### src/rtl/branch_pkg.sv
// rtl/branch_pkg.sv - shared types for the branch update tracker
package branch_pkg;

    localparam int PC_W = 32;

    typedef enum logic [0:0] {
        RUN     = 1'b0,
        RECOVER = 1'b1
    } track_state_t;

    typedef struct packed {
        logic [PC_W-1:0] pc;
        logic            pred_taken;
    } pred_entry_t;

endpackage

### src/rtl/branch_pred_fifo.sv
// rtl/branch_pred_fifo.sv - in-order queue of predicted branches with flush
module branch_pred_fifo
    import branch_pkg::*;
#(
    parameter int DEPTH = 8
) (
    input  logic                     clk,
    input  logic                     reset,
    input  logic                     push,
    input  pred_entry_t              push_data,
    input  logic                     pop,
    input  logic                     flush,
    output pred_entry_t              head_data,
    output logic                     full,
    output logic                     empty,
    output logic [$clog2(DEPTH):0]   occupancy
);

    localparam int AW = $clog2(DEPTH);

    pred_entry_t   mem [DEPTH];
    logic [AW:0]   head;
    logic [AW:0]   tail;
    logic [AW:0]   head_next;
    logic          push_ok;
    logic          pop_ok;

    // Pointers carry one extra wrap bit so full and empty are distinguishable
    always_comb begin
        empty     = (head == tail);
        full      = (head[AW] != tail[AW]) && (head[AW-1:0] == tail[AW-1:0]);
        occupancy = tail - head;
        head_data = mem[head[AW-1:0]];
        push_ok   = push && !full && !flush;
        pop_ok    = pop && !empty;
        head_next = pop_ok ? head + {{AW{1'b0}}, 1'b1} : head;
    end

    // Flush collapses the tail onto the (post-pop) head, dropping any push
    always_ff @(posedge clk) begin
        if (!reset) begin
            head <= '0;
            tail <= '0;
        end else begin
            head <= head_next;
            if (flush) begin
                tail <= head_next;
            end else if (push_ok) begin
                tail <= tail + {{AW{1'b0}}, 1'b1};
            end
        end
    end

    // Entry storage needs no reset; validity is defined by the pointers
    always_ff @(posedge clk) begin
        if (push_ok) begin
            mem[tail[AW-1:0]] <= push_data;
        end
    end

endmodule

### src/rtl/branch_update_tracker.sv
// rtl/branch_update_tracker.sv - tracks in-flight branches and trains the predictor
module branch_update_tracker
    import branch_pkg::*;
#(
    parameter int DEPTH = 8,
    parameter int CNT_W = 32
) (
    input  logic                     clk,
    input  logic                     reset,
    input  logic                     pred_val,
    input  logic [31:0]              pred_pc,
    input  logic                     pred_taken,
    output logic                     pred_rdy,
    input  logic                     resolve_val,
    input  logic                     resolve_taken,
    output logic                     resolve_rdy,
    output logic                     update_en,
    output logic                     update_val,
    output logic [31:0]              update_pc,
    output logic                     mispredict,
    output logic [$clog2(DEPTH):0]   occupancy,
    output logic [CNT_W-1:0]         num_branches,
    output logic [CNT_W-1:0]         num_mispred
);

    track_state_t state;
    track_state_t state_next;
    pred_entry_t  head_data;
    pred_entry_t  push_data;
    logic         full;
    logic         empty;
    logic         enq;
    logic         deq;
    logic         mis;

    // Handshakes; the predictor PC port is busy during an update cycle
    always_comb begin
        pred_rdy  = reset && !full && !update_en && (state == RUN);
        resolve_rdy = reset && !empty;
        enq       = pred_val && pred_rdy;
        deq       = resolve_val && resolve_rdy;
        mis       = deq && (head_data.pred_taken != resolve_taken);
        push_data = '{pc: pred_pc, pred_taken: pred_taken};
    end

    branch_pred_fifo #(
        .DEPTH (DEPTH)
    ) u_fifo (
        .clk       (clk),
        .reset     (reset),
        .push      (enq && !mis),
        .push_data (push_data),
        .pop       (deq),
        .flush     (mis),
        .head_data (head_data),
        .full      (full),
        .empty     (empty),
        .occupancy (occupancy)
    );

    // FSM state register
    always_ff @(posedge clk) begin
        if (!reset) begin
            state <= RUN;
        end else begin
            state <= state_next;
        end
    end

    // Next state: a misprediction costs exactly one recovery cycle
    always_comb begin
        state_next = state;
        case (state)
            RUN:     if (mis) state_next = RECOVER;
            RECOVER: state_next = RUN;
            default: state_next = RUN;
        endcase
    end

    // Registered predictor update and accuracy counters
    always_ff @(posedge clk) begin
        if (!reset) begin
            update_en    <= 1'b0;
            update_val   <= 1'b0;
            update_pc    <= '0;
            mispredict   <= 1'b0;
            num_branches <= '0;
            num_mispred  <= '0;
        end else begin
            update_en  <= deq;
            mispredict <= mis;
            if (deq) begin
                update_pc    <= head_data.pc;
                update_val   <= resolve_taken;
                num_branches <= num_branches + {{(CNT_W-1){1'b0}}, 1'b1};
            end
            if (mis) begin
                num_mispred <= num_mispred + {{(CNT_W-1){1'b0}}, 1'b1};
            end
        end
    end

endmodule

### config.mk
export PLATFORM = sky130hd
export DESIGN_NAME = branch_update_tracker
export DESIGN_NICKNAME = d
export VERILOG_FILES = /design/src/rtl/branch_pkg.sv /design/src/rtl/branch_pred_fifo.sv /design/src/rtl/branch_update_tracker.sv
export SDC_FILE = /design/constraint.sdc
export NUM_CORES = 1
export LEC_CHECK = 0
export ABC_CLOCK_PERIOD_IN_PS = 7200
export BUFFER_PORTS_ARGS = -buffer_cell sky130_fd_sc_hd__buf_2
export CORE_ASPECT_RATIO = 1.4
export CORE_MARGIN = 10
export CORE_UTILIZATION = 52
export DETAILED_ROUTE_END_ITERATION = 16
export PLACE_DENSITY = 0.8
export SETUP_SLACK_MARGIN = 0.5
export SYNTH_ARGS = -nofsm -noshare
export SYNTH_HDL_FRONTEND = slang
export SYNTH_SLANG_ARGS = --single-unit
### constraint.sdc
create_clock -name clk -period 7.2 [get_ports clk]
set_input_delay 0.36 -clock clk [delete_from_list [all_inputs] [get_ports clk]]
set_output_delay 0.36 -clock clk [all_outputs]
set_load 0.005 [all_outputs]
==> results of run 1 <==
[final cells by class]
type,count,share of cell area [%]
tap,370,2.746
multi-input combinational,502,25.41
inverter,13,0.2895
antenna,1,0.01484
sequential,372,59.90
timing repair buffer,154,4.750
clock buffer,45,5.975
clock inverter,18,0.9129
[cell usage in the layout, fill, tap and decap left out, types with 4 or more instances in the layout]
master,synthesis,routed
clkbuf_1,38,4
nor3_1,13,6
and4_1,6,6
o211ai_1,4,4
a21oi_1,37,37
ha_1,7,7
nand2_1,44,44
inv_1,10,10
nand3_1,61,61
nand4_1,20,20
a211oi_1,5,5
mux2i_1,37,37
xnor2_1,20,20
or4_1,16,16
nand2b_1,4,4
nor4_1,11,11
mux4_2,66,66
or3_1,17,17
nor2_1,27,27
dfxtp_1,108,106
buf_4,0,12
clkinv_2,0,8
and3_1,9,9
o21ai_0,49,49
buf_2,6,142
xor2_1,7,7
clkbuf_16,0,38
edfxtp_1,264,264
nor3_2,0,7
o31ai_1,17,17
[routing by layer]
layer,global-route usage (%),part of all wire (%),vias to the layer above
li1,-,-,3990
met1,20.37,38,4308
met2,30.25,52,280
met3,3.781,7.1,64
met4,5.410,2.5,2
met5,0,0.029,-
[logic make-up (layout without fill, tap and decap cells)]
family / after synthesis / count (layout)
xor+xnor: 28 / 28
simple gates: 234 / 234
fa+ha+maj: 8 / 8
other cells: 0 / 1
flops: 372 / 372
compound gates: 127 / 127
mux: 105 / 105
buf+inv: 67 / 230
[worst reg2reg max path: stages (launching register included)]
cell      delay [ps]
dfxtp_4         1000
inv_1            150
ha_1             350
and3_1           310
a211oi_1         160
mux2i_4          170
buf_4            470
inv_2            210
or3_4            450
nor3_2           770
buf_4            460
[path summary, 6_finish.rpt]
path	startpoint	endpoint	slack [ps]
max reg2reg	u_fifo.head[1]	u_fifo.mem[0][25]	2360
min reg2reg	state	state	410
max	u_fifo.head[1]	u_fifo.mem[0][25]	2360
min	pred_pc[10]	u_fifo.mem[4][11]	120
[power by group]
group | total (mW) | internal, mW | switching, mW
Combinational | 0.235 | 0.105 | 0.130
Sequential | 2.37 | 2.33 | 0.0351
Clock | 1.84 | 1.07 | 0.774
Total | 4.45 | 3.51 | 0.939
[stage by stage]
| stage | instances | hold slack, ps | instance area [um^2] |
|---|---|---|---|
| after detailed placement | 1411 | 402.6 | 15690 |
| after global routing | 1474 | 122.7 | 16850 |
| final | 1475 | 118.4 | 16860 |
| after global placement | 1411 | 403.2 | 15690 |
| after floorplan | 941 | 390.1 | 14600 |
| after CTS | 1474 | 103.1 | 16850 |
[flip-flops by register name, indices dropped and copies added (netlist names)]
register	flops
mispredict	1
update_pc	32
num_branches	32
u_fifo.tail	4
update_en	1
u_fifo.head	4
update_val	1
state	1
num_mispred	32
u_fifo.mem	264
==> flow_metrics.tcl, run 1 <==
set metrics [dict create \
    grt_pass1_wl_mm 48.39 \
    synth_nets 987 \
    synth-seq-cells 372 \
    wire_per_inst_um 20.80 \
    synthArstFlopShare_pct 0 \
    setup_ws_ps 2360 \
    path_max_fanout 71 \
    synthDistinctLibCells 47 \
    tritoncts "yes" \
    root_buffer "clkbuf_16" \
    drcViolationCount 0 \
    required_ps 7370 \
    start_util_pct 52.79 \
    vias 8644 \
    synthMuxAreaShare_pct 12.95 \
    synth-compound-area-share_pct 5.133 \
    grt_overflow 0 \
    synth.largest_area_cell "edfxtp_1" \
    rsz0062_at_grt "false" \
    drv_cap 0 \
    die_y_um 218.3 \
    cts_setup_buffers 0 \
    core_um2 27660 \
    drt-vias-per-instance 5.860 \
    dp_hpwl_mm 18.89 \
    multiInputGateArea_um2 4284 \
    yosys.area_share.simple_pct 8.467 \
    r2r_cells 10 \
    grt_pass1_vias 8639 \
    layout-drive-gt1-share_pct 26.81 \
    grt_max_degree 72 \
    area_growth_syn_to_layout_pct 15.46 \
    yosysMostFrequentCell "edfxtp_1" \
    synth_edf_count 264 \
    cpPeakStageDelay_ps 1000 \
    dr.pass1.iters 4 \
    crit_family "simple AND/OR/NAND/NOR gates" \
    yosysWarnings 0 \
    critPathKind "register to register" \
    fillers 2046 \
    die_w_um 161.6 \
    seqCellArea_um2 10100 \
    setup_viol 0 \
    hold_viol_final 0 \
    hp-class "primary input to register" \
    dp_worst_setup_slack_ps 2282 \
    synth-xor-area-share_pct 1.731 \
    layout.nets 1124 \
    tightest_slew_ps 1118 \
    htreeDepth 2 \
    end_kind "register" \
    setup_tns_ps 0 \
    path_buf_inv 4 \
    cpMaxStageDelayCell "dfxtp_4" \
    fmax_mhz 206.6 \
    slew_headroom_pct 25.44 \
    clkTransAtPathRegs_ps 60 \
    fin_crit_sh_pct 67.23 \
    period_needed_ps 4840 \
    postCtsHoldBufs 0 \
    syn_area_um2 14600 \
    synthAdderAreaFrac_pct 0.7370 \
    synth_top_family_by_area "multiplexers" \
    finalMaxSlewViolations 0 \
    hold_depth 1 \
    antenna_found_initial 1 \
    finalPower_mw 4.445 \
    synth_commonest_cells "edfxtp_1 (264), dfxtp_1 (108), mux4_2 (66)" \
    clock_sinks 372 \
    synth_area_per_cell_um2 15.52 \
    final_util_pct 60.95 \
    ctsResizeCount 0 \
    crit_chain "inv_1, ha_1, and3_1, a211oi_1, mux2i_4, buf_4, inv_2, or3_4, nor3_2, buf_4" \
    yosys_most_used_dff "edfxtp_1" \
    yosysSeqAreaShare_pct 69.11 \
    outcome "complete, no violations" \
    numCtsBuffers 35 \
    row_count 72 \
    arrival_ps 5010 \
    synthDominantCellAreaShare_pct 54.30 \
    clk_latency_ps 510 \
    path_depth 10 \
    ir_worst_vdd_v 0.0002044 \
    track_usage_pct 17.11 \
    port_buffers 142 \
    synthCells 941 \
    place_congestion 0.7853 \
    die_area_um2 35270 \
    power_density_nw_per_um2 263.7 \
    ant_nets 0 \
    synthTopCellsByArea "edfxtp_1 (54%), dfxtp_1 (15%), mux4_2 (10%)" \
    fin_skew_ps 15.65 \
    wirelength_mm 30.69 \
    critPathMostFrequentCell "buf_4" \
    io_pins 143 \
    critPathLaunchType "register" \
    clock_path_buffers 3 \
    p_leak_nw 5.902 \
    dr.first_iter.drc_count 671 \
]
No activity file was read; power rests on OpenSTA's default activity.
==> inputs of run 2 (changes only) <==
--- a/config.mk
+++ b/config.mk
@@ -5,7 +5,7 @@
 export SDC_FILE = /design/constraint.sdc
 export NUM_CORES = 1
 export LEC_CHECK = 0
-export ABC_CLOCK_PERIOD_IN_PS = 7200
+export ABC_CLOCK_PERIOD_IN_PS = 4700
 export BUFFER_PORTS_ARGS = -buffer_cell sky130_fd_sc_hd__buf_2
 export CORE_ASPECT_RATIO = 1.4
 export CORE_MARGIN = 10
==> constraint.sdc (replaced) <==
create_clock -name clk -period 4.7 [get_ports clk]
set_input_delay 0.235 -clock clk [delete_from_list [all_inputs] [get_ports clk]]
set_output_delay 0.235 -clock clk [all_outputs]
set_load 0.005 [all_outputs]
==> flow_metrics.tcl, run 2 (synthesis gave the netlist of run 1 again) <==
set metrics [dict create \
    outcome "complete, no violations" \
    p_leak_nw 6.019 \
    fin_crit_sh_pct 84.53 \
    arrival_ps 4140 \
    dr.pass1.iters 5 \
    clk_latency_ps 520 \
    area_growth_syn_to_layout_pct 17.65 \
    hold_viol_final 0 \
    fin_skew_ps 10.34 \
    core_um2 27660 \
    root_buffer "clkbuf_16" \
    dr.first_iter.drc_count 727 \
    setup_ws_ps 727.2 \
    instances_no_fill 1502 \
    place_area_um2 15770 \
    end_kind "register" \
    die_y_um 218.3 \
    period_needed_ps 3973 \
    fmax_mhz 251.7 \
    finalMaxSlewViolations 0 \
    clkTransAtPathRegs_ps 60 \
    drt-vias-per-instance 5.844 \
    slew_headroom_pct 21.41 \
    final_common_cell "edfxtp_1" \
    drv_cap 0 \
    place_congestion 0.7801 \
    io_pins 143 \
    clock_path_buffers 3 \
    die_w_um 161.6 \
    setup_viol 0 \
    track_usage_pct 18.07 \
    final_cell_mix "edfxtp_1 (264), buf_2 (142), dfxtp_1 (106)" \
    drcViolationCount 0 \
    grt_max_degree 74 \
    critPathKind "register to register" \
    largest_register_ff_count 264 \
    tritoncts "yes" \
    grt_overflow 0 \
    required_ps 4860 \
    dp_hpwl_mm 19.55 \
    tightest_slew_ps 1178 \
    antenna_found_initial 1 \
    cts_setup_buffers 0 \
    dp_worst_setup_slack_ps 685.1 \
    ir_worst_vdd_v 0.0003693 \
    fin_area_um2 17180 \
    rsz0062_at_grt "false" \
    ant_nets 0 \
    layout.nets 1150 \
    htreeDepth 2 \
    grt_pass1_vias 9000 \
    path_max_fanout 63 \
    clock_sinks 372 \
    hp-class "primary input to register" \
    row_count 72 \
    die_area_um2 35270 \
    grt_pass1_wl_mm 50.78 \
    dp_cells 1413 \
    port_buffers 142 \
    setup_tns_ps 0 \
    wirelength_mm 32.34 \
    layout-drive-gt1-share_pct 26.17 \
    start_util_pct 52.79 \
    numCtsBuffers 35 \
    critPathLaunchType "register" \
    vias 8777 \
    wire_per_inst_um 21.53 \
    power_density_nw_per_um2 398.2 \
]
## run 2: timing repair
item | CTS | global route
endpoints found under the hold margin | 163 | 5
resized for setup | 0 | 3
endpoints found under the setup margin | 0 | 99
hold buffers | 23 | 1
## run 2: power by group
| group | total (mW) | leakage (nW) | internal (mW) | switching (mW) |
|---|---|---|---|---|
| Clock | 2.82 | 0.564 | 1.63 | 1.18 |
| Combinational | 0.405 | 2.20 | 0.177 | 0.228 |
| Sequential | 3.62 | 3.26 | 3.58 | 0.0406 |
## run 2: area by class of cell
class	count	area [um^2]
inverter	13	48.80
fill	1998	10480
sequential	372	10100
tap	370	462.9
clock buffer	40	915.9
antenna	1	2.502
multi-input combinational	502	4328
timing repair buffer	180	1080
clock inverter	24	241.5
## run 2: critical path: stages (launching register included)
cell and delay, ps:
dfxtp_1 620, inv_1 310, ha_1 430, and3_1 320
a211oi_1 160, mux2i_4 200, buf_4 470, nand4_1 400
nor3_4 260, buf_6 410
## run 2: per-layer routing
metal	GRT usage [%]	routed length, um	vias to the layer above
met5	0	0	-
met4	5.866	799	0
met3	3.405	2082	48
met2	31.93	16870	299
met1	21.86	12580	4384
li1	-	-	4046
## run 2: final timing paths
kind | from | end | slack [ps] | cells after the start
hold / removal | pred_pc[31] | u_fifo.mem[5][32] | 10 | 1
hold reg to reg | state | state | 410 | 1
setup / recovery | u_fifo.tail[0] | u_fifo.mem[5][15] | 730 | 9
setup reg to reg | u_fifo.tail[0] | u_fifo.mem[5][15] | 730 | 9
## run 2: per-stage QoR
stage | hold WS (ps) | power (mW) | utilization [%]
after floorplan | 333.9 | 3.915 | -
after global placement | 400.3 | 4.063 | 57.00
after CTS | 2.477 | 6.908 | 62.02
final | 12.46 | 6.840 | 62.11
after global routing | 11.98 | 7.068 | 62.11
after detailed placement | 404.4 | 4.080 | 57.00
==> inputs of run 3 (changes only) <==
--- a/config.mk
+++ b/config.mk
@@ -5,13 +5,14 @@
 export SDC_FILE = /design/constraint.sdc
 export NUM_CORES = 1
 export LEC_CHECK = 0
-export ABC_CLOCK_PERIOD_IN_PS = 4700
+export ABC_AREA = 1
+export ABC_CLOCK_PERIOD_IN_PS = 3600
 export BUFFER_PORTS_ARGS = -buffer_cell sky130_fd_sc_hd__buf_2
 export CORE_ASPECT_RATIO = 1.4
 export CORE_MARGIN = 10
 export CORE_UTILIZATION = 52
 export DETAILED_ROUTE_END_ITERATION = 16
-export PLACE_DENSITY = 0.8
+export PLACE_DENSITY = 0.83
 export SETUP_SLACK_MARGIN = 0.5
 export SYNTH_ARGS = -nofsm -noshare
 export SYNTH_HDL_FRONTEND = slang
==> constraint.sdc (replaced) <==
create_clock -name clk -period 3.6 [get_ports clk]
set_input_delay 0.18 -clock clk [delete_from_list [all_inputs] [get_ports clk]]
set_output_delay 0.18 -clock clk [all_outputs]
set_load 0.005 [all_outputs]
==> flow_metrics.tcl, run 3 <==
set metrics [dict create \
    synthTopCellsByArea "edfxtp_1 (51%), dfxtp_1 (14%), nand2_1 (6.2%)" \
    place_congestion 0.9054 \
    path_max_fanout 33 \
    numCtsBuffers 35 \
    critPathLaunchType "register" \
    cpMaxStageDelayCell "buf_4" \
    htreeDepth 2 \
    drt-vias-per-instance 5.803 \
    clk_latency_ps 540 \
    end_kind "register" \
    p_leak_nw 6.675 \
    path_depth 12 \
    cpPeakStageDelay_ps 490 \
    synthCells 1479 \
    dp_worst_setup_slack_ps 631.6 \
    finalMaxSlewViolations 0 \
    fin_skew_ps 19.90 \
    hold_viol_final 0 \
    root_buffer "clkbuf_16" \
    arrival_ps 3070 \
    setup_viol 0 \
    die_w_um 166.1 \
    synthArstFlopShare_pct 0 \
    instances_no_fill 2044 \
    required_ps 3760 \
    finalPower_mw 8.950 \
    tritoncts "yes" \
    setup_tns_ps 0 \
    synth-seq-cells 372 \
    cts_setup_buffers 0 \
    wirelength_mm 39.87 \
    clock_path_buffers 3 \
    outcome "complete, no violations" \
    drv_cap 0 \
    fin_area_um2 18200 \
    vias 11860 \
    dp_cells 1944 \
    setup_ws_ps 693.3 \
    crit_chain "inv_1, ha_1, nand2_1, nor2_2, nand3_1, nand3_1, inv_1, nand2_1, inv_2, nand3_4, nor2_4, buf_4" \
    whs_ps 213.0 \
    synthDistinctLibCells 39 \
    r2r_cells 12 \
    yosysWarnings 0 \
    dr.pass1.iters 5 \
    ant_nets 0 \
    die_area_um2 37270 \
    synth_area_per_cell_um2 10.50 \
    synth_nets 1525 \
    rrSetupSlack_ps 690 \
    slew_headroom_pct 50.35 \
    clkTransAtPathRegs_ps 70 \
    grt_max_degree 71 \
    syn_area_um2 15530 \
    clock_sinks 372 \
    drcViolationCount 0 \
    yosys_most_used_dff "edfxtp_1" \
    layout.nets 1681 \
    hold_depth 4 \
    yosysMostFrequentCell "edfxtp_1" \
    dp_hpwl_mm 23.80 \
    core_um2 29350 \
    start_util_pct 52.91 \
    io_pins 143 \
    track_usage_pct 20.59 \
    fin_crit_sh_pct 80.74 \
    synth_commonest_cells "edfxtp_1 (264), nand2_1 (255), nor2_1 (202)" \
    place_area_um2 16640 \
    dr.first_iter.drc_count 1230 \
    synth.largest_area_cell "edfxtp_1" \
    final_cell_mix "edfxtp_1 (264), nand2_1 (255), nor2_1 (199)" \
    yosysSeqAreaShare_pct 64.97 \
    ir_worst_vdd_v 0.0004298 \
    rsz0062_at_grt "false" \
    final_common_cell "edfxtp_1" \
    grt_overflow 0 \
    synthDominantCellAreaShare_pct 51.05 \
    grt_pass1_vias 12030 \
    critPathKind "register to register" \
    hp-class "primary input to register" \
    crit_family "buffers and inverters" \
    wire_per_inst_um 19.50 \
    period_needed_ps 2907 \
    area_growth_syn_to_layout_pct 17.19 \
    power_density_nw_per_um2 491.8 \
    port_buffers 142 \
    fmax_mhz 344.0 \
    antenna_found_initial 3 \
    row_count 74 \
    largest_register_ff_count 264 \
    die_y_um 224.5 \
    grt_pass1_wl_mm 63.05 \
    final_util_pct 62.00 \
    layout-drive-gt1-share_pct 15.34 \
    tightest_slew_ps 744.8 \
    path_buf_inv 4 \
    synth_edf_count 264 \
]
## run 3: cell count changes in the layout (fill, tap and decap cells not counted), moves of 24 or more
cell      before  now
a21oi_1       37   61
inv_1         10   65
mux2i_1       37    0
mux4_2        66    0
nand2_1       44  255
nand3_1       61   95
nor2_1        27  199
o21ai_0       49  144
o221ai_1       0   58
## run 3: path summary, 6_finish.rpt
kind / endpoint / start
worst max register to register: u_fifo.mem[1][30] / u_fifo.head[1]
worst min-delay path: num_branches[2] / reset
worst max-delay path: u_fifo.mem[1][30] / u_fifo.head[1]
worst min register to register: state / state
## run 3: layer usage
layer  share of wire, %  vias up  GRT usage, %
met5              0.033        -             0
met4                3.6        2         8.591
met3                7.5      100         3.752
met2                 51      542         37.31
met1                 37     5696         23.38
li1                   -     5521             -
## run 3: cell type report
cell class	count	area [um^2]
diodes	2	5.005
clock buffers	47	952.2
clock inverters	17	230.2
fillers	2183	11150
inverters	71	271.5
multi-input cells	956	4917
flip-flops and latches	372	10100
well taps	380	475.5
repair buffers	199	1250
## run 3: worst register-to-register path: stages, from the launching register on
cell,delay (ps)
dfxtp_4,340
inv_1,330
ha_1,320
nand2_1,100
nor2_2,50
nand3_1,60
nand3_1,70
inv_1,70
nand2_1,230
inv_2,220
nand3_4,140
nor2_4,100
buf_4,490
## run 3: cell families after synthesis
family                     Yosys count  share of synthesized area (%)
buffers and inverters              151                          4.037
xor gates and xnor gates            39                          2.200
DFF                                372                          64.97
and+or+nand+nor                    628                          17.47
adders and majority gates            8                         0.6929
AOI/OAI and AO/OA                  281                          10.63
## run 3: power by group
part	total, mW	switching (mW)	internal (mW)
registers	4.69	0.0367	4.65
clock network	3.78	1.59	2.18
logic	0.486	0.329	0.156
## run 3: timing repair
action,in CTS,in global routing
endpoints found under the setup margin,0,231
hold endpoints to repair,264,1
gates resized for setup,0,7
hold buffers,33,1
